`src/rtl/fpau_arb.sv`:
```
// fpau_arb: two-port round-robin arbiter in front of a single FPU.
// One operation in flight at a time; the response is routed back to the issuing port.
`ifndef FPU_OP_WIDTH
`define FPU_OP_WIDTH 5
`endif

module fpau_arb #(
  parameter int OP_W    = `FPU_OP_WIDTH,
  parameter int TIMEOUT = 64
) (
  input  logic            clk,
  input  logic            rstn,
  input  logic [1:0]      req_valid,
  output logic [1:0]      req_ready,
  input  logic [OP_W-1:0] req_op0,
  input  logic [OP_W-1:0] req_op1,
  input  logic [31:0]     req_x1_0,
  input  logic [31:0]     req_x1_1,
  input  logic [31:0]     req_x2_0,
  input  logic [31:0]     req_x2_1,
  output logic [1:0]      resp_valid,
  output logic [31:0]     resp_y32,
  output logic            resp_y1,
  output logic            resp_err,
  output logic [31:0]     fpu_x1,
  output logic [31:0]     fpu_x2,
  output logic [OP_W-1:0] fpu_op,
  output logic            fpu_ready,
  input  logic [31:0]     fpu_y32,
  input  logic            fpu_y1,
  input  logic            fpu_valid
);
  localparam int         NUM_PORTS = 2;
  localparam logic [7:0] TO_LAST   = 8'(TIMEOUT - 1);

  typedef enum logic [1:0] {IDLE, ISSUE, WAIT, RESP} state_t;
  typedef struct packed {
    logic [OP_W-1:0] op;
    logic [31:0]     x1;
    logic [31:0]     x2;
  } req_t;

  state_t               state, state_nxt;
  req_t [NUM_PORTS-1:0] reqs;
  req_t                 held;
  logic                 owner, ptr, gnt_id, accept, to_hit;
  logic [7:0]           wait_cnt;

  assign reqs[0] = {req_op0, req_x1_0, req_x2_0};
  assign reqs[1] = {req_op1, req_x1_1, req_x2_1};

  // pointer only matters when both ports request; a lone requester always wins
  assign gnt_id = (&req_valid) ? ptr : req_valid[1];
  assign accept = rstn && (state == IDLE) && (|req_valid);
  assign to_hit = (wait_cnt == TO_LAST);

  for (genvar i = 0; i < NUM_PORTS; i++) begin : g_port
    assign req_ready[i]  = accept && (gnt_id == 1'(i));
    assign resp_valid[i] = (state == RESP) && (owner == 1'(i));
  end

  assign fpu_ready = (state == ISSUE);
  assign fpu_op    = (state == IDLE) ? '0 : held.op;
  assign fpu_x1    = (state == IDLE) ? '0 : held.x1;
  assign fpu_x2    = (state == IDLE) ? '0 : held.x2;

  always_comb begin
    state_nxt = state;
    case (state)
      IDLE:    if (accept) state_nxt = ISSUE;
      ISSUE:   state_nxt = fpu_valid ? RESP : WAIT;
      WAIT:    if (fpu_valid || to_hit) state_nxt = RESP;
      RESP:    state_nxt = IDLE;
      default: state_nxt = IDLE;
    endcase
  end

  always_ff @(posedge clk) begin
    if (!rstn) begin
      state    <= IDLE;
      ptr      <= 1'b0;
      owner    <= 1'b0;
      held     <= '0;
      wait_cnt <= '0;
      resp_y32 <= '0;
      resp_y1  <= 1'b0;
      resp_err <= 1'b0;
    end else begin
      state <= state_nxt;
      if (accept) begin
        owner <= gnt_id;
        ptr   <= ~gnt_id;
        held  <= reqs[gnt_id];
      end
      if (state == ISSUE)
        wait_cnt <= '0;
      else if (state == WAIT && !fpu_valid)
        wait_cnt <= wait_cnt + 8'd1;
      // a real result wins over the timeout when both land in the last WAIT cycle
      if ((state == ISSUE || state == WAIT) && fpu_valid) begin
        resp_y32 <= fpu_y32;
        resp_y1  <= fpu_y1;
        resp_err <= 1'b0;
      end else if (state == WAIT && to_hit) begin
        resp_y32 <= '0;
        resp_y1  <= 1'b0;
        resp_err <= 1'b1;
      end
    end
  end

endmodule

```
`config.mk`:
```
export PLATFORM = sky130hd
export DESIGN_NAME = fpau_arb
export DESIGN_NICKNAME = d
export VERILOG_FILES = /design/src/rtl/fpau_arb.sv
export SDC_FILE = /design/constraint.sdc
export NUM_CORES = 1
export LEC_CHECK = 0
export BUFFER_PORTS_ARGS = -buffer_cell sky130_fd_sc_hd__buf_2
export CORE_MARGIN = 2
export CORE_UTILIZATION = 35
export DETAILED_ROUTE_END_ITERATION = 7
export PLACE_DENSITY = 0.66
export SYNTH_ARGS = -nofsm -noshare
export SYNTH_HDL_FRONTEND = slang
export SYNTH_SLANG_ARGS = --single-unit
```
`constraint.sdc`:
```
create_clock -name clk -period 2.5 [get_ports clk]
set_clock_uncertainty 0.2 [all_clocks]
set_input_delay 0.25 -clock clk [delete_from_list [all_inputs] [get_ports clk]]
set_output_delay 0.25 -clock clk [all_outputs]
set_load 0.01 [all_outputs]
```
==> impl_results.md <==
- Std-Cell Core Area: 15200 sq um
- Leak pwr: 4.31 nW
- Die width: 129 um
- Worst Setup Start Kind: flop
- Gate power share: 0.414
- Register area share after synthesis: 0.422
- Syn Nets: 866
- Vias per cell: 4.98
- H-Tree Depth: 4
- NumNets Final: 1303
- Number of flops mapped to enable cells by yosys: 0
- Yosys cell types: 35
- Switching share of total power: 0.356
- Die area: 16600 sq um
- DRC violations left: 0
- Worst-path maximum fanout: 33
- Gr usage total: 0.231
- CTS tree: built
- Commonest non-fill, non-tap cells in the layout: buf_2, nand2_1, dlygate4sd3_1, dfxtp_1, nor2_1
- Synth Flop Type: dfxtp_1
- Mapped Cells: 684
- FMAX: 411 MHz
- Cell Int Power: 5.21 mW
- Sequential cell area: 2300 sq um
- Area of the multi-input gates: 2810 sq um
- Ys async rst share: 0
- Crit-path cells: inv_1, ha_4, o211a_4, buf_4, clkbuf_16, a311oi_1, dlygate4sd3_1
- Max stage delay on crit path: 0.61 ns
- Largest net degree at the start of global routing: 73
- Initial drt markers: 270
- Layout Utilization: 0.615
- Max_cap viols: 0
- Initial core utilization: 0.359
- Buf+Inv Stages, Crit Path: 4
- #FFs+latches synth: 115
- Setup TNS: 0 ns
- Worst Path Required: 2.64 ns
- Router iterations before antenna repair: 4
- Max-slew headroom: 0.718
- Post-DRT Antenna Nets: 0
- Initial antenna violation count: 1
- Power per Cell Area: 865 nW/um^2
- First-pass GRT wire length: 30700 um
- Vias in the first global route: 6457
- Sequential power share: 0.305
- Mapped Area: 5450 sq um
- Latest clock arrival within the worst-skew pair: 0.41 ns
- Dpl hpwl: 11300 um
- Slew @ Worst Pin: 0.422 ns
- Sw Pwr: 2.88 mW
- Commonest non-fill, non-tap cell in the layout: buf_2
- Clk pwr share: 0.281
- Crit. End Element: flop
- Layout fillers: 1270
- Period utilisation layout: 0.974
- Status: finished, final reports clean
- Hold crit path type: primary input to flop
- Syn avg cell area: 7.97 sq um
- Ports: 284
- Port buffer count: 283
- Yosys warnings: 0
- Hold Fails Final Rpt: 0
- Max Slew Vio Count: 0
- Rows: 45
- Worst vdd ir: 0.453 mV
- Avg WL per Cell: 15.3 um
- GPL Wtd Cong: 0.795
- Root buffer cell: clkbuf_16
- RSZ-0062 raised after global routing: false
- Post-layout min period: 2.43 ns
- Critical Path AT: 2.58 ns
- Vias: 6580
- Largest delay share family, worst path: buffers and inverters
- Clock Tree Buf Depth: 2
- Slowest cell on the critical path: dlygate4sd3_1
- CP Class: flop to flop
- Layout cells sized above 1: 0.317
- Total wire length: 20200 um
- Worst-path clk slew: 0.06 ns
- Clock Sinks: 115
- Number of antenna cells inserted: 0
- Final setup fails: 0
- CTS Buf Count: 17
- Die height: 129 um
- Grt total ovfl: 0
- Synthesis-to-layout area growth: 71.5%
## tightest hold or removal path, stage by stage
cell and delay (ns):
buf_2 0.15, nand2_1 0.08, a22oi_1 0.05, nor2_1 0.08
## power groups by stage
stage	Combinational, mW	Clock, mW	Sequential, mW
2_1_floorplan	1.78	0	2.51
3_3_place_gp	2.68	0	2.49
3_5_place_dp	2.70	0	2.49
4_1_cts	3.10	2.31	2.46
5_1_grt	3.67	2.39	2.51
6_report	3.35	2.28	2.47
## cell type report
| class | instances | share of cell area |
|---|---|---|
| repair buffers | 479 | 0.367 |
| multi-input cells | 504 | 0.301 |
| flip-flops and latches | 115 | 0.246 |
| clock buffers | 22 | 0.0496 |
| well taps | 188 | 0.0251 |
| clock inverters | 10 | 0.00896 |
| inverters | 4 | 0.00174 |
## registers in the layout, indices dropped and copies added (netlist names)
signal    cells
held         69
state         2
owner         1
ptr           1
wait_cnt      8
resp_y1       1
resp_err      1
resp_y32     32
## synthesized netlist by cell type (all sizes together) (2+ instances only)
| library cell | n | share of area |
|---|---|---|
| nand4 | 4 | 0.0046 |
| a311oi | 70 | 0.13 |
| and3 | 2 | 0.0023 |
| dfxtp | 115 | 0.42 |
| xor2 | 6 | 0.0096 |
| nand2 | 178 | 0.12 |
| ha | 6 | 0.014 |
| nor2 | 81 | 0.056 |
| buf | 38 | 0.048 |
| a21oi | 34 | 0.031 |
| clkbuf | 23 | 0.016 |
| mux2i | 2 | 0.0037 |
| and2 | 2 | 0.0023 |
| inv | 4 | 0.0028 |
| nand3 | 34 | 0.031 |
| nor2b | 71 | 0.081 |
## metal layers
metal | global-route usage | routed length, um | vias to the layer above
met4 | 0.107 | 617 | 2
met5 | 0 | 11 | -
li1 | - | - | 3208
met2 | 0.389 | 9620 | 303
met1 | 0.260 | 8180 | 3014
met3 | 0.0840 | 1770 | 53
## cells by family after synthesis
logic type	after synthesis	synth area share
adder cells (fa/ha/maj)	6	0.0138
buffers and inverters	65	0.0668
XOR/XNOR	7	0.0112
AND/OR/NAND/NOR	375	0.304
flip-flops	115	0.422
AO/OA/AOI/OAI	114	0.178
multiplexers	2	0.00367
## timing repair
item / CTS / global route
hold buffers: 173 / 0
resized for setup: 0 / 6
buffers inserted: 0 / 5
hold endpoints to repair: 105 / 0
setup endpoints to repair: 0 / 42
## metrics by stage
stage / power [mW] / worst slack, ns / instance area [sq um] / std cells / hold slack [ns]
finish: 8.09 / 0.0650 / 9350 / 1322 / 0.0444
global route: 8.56 / 0.0157 / 9350 / 1322 / 0.0722
CTS: 7.86 / 0.0138 / 9230 / 1315 / 0.0225
detailed placement: 5.19 / 0.534 / 6950 / 1110 / 0.256
global placement: 5.17 / 0.591 / 6950 / 1110 / 0.251
floorplan: 4.29 / 0.734 / 5450 / 684 / 0.169
## worst paths after layout
path	depth (start not counted)	startpoint	end	slack (ns)
setup / recovery	7	state[1]	held[56]	0.07
hold / removal	4	req_valid[0]	owner	0.04
setup reg to reg	7	state[1]	held[56]	0.07
hold reg to reg	2	resp_y32[23]	resp_y32[23]	0.26
(Power assumes the default switching activity.)
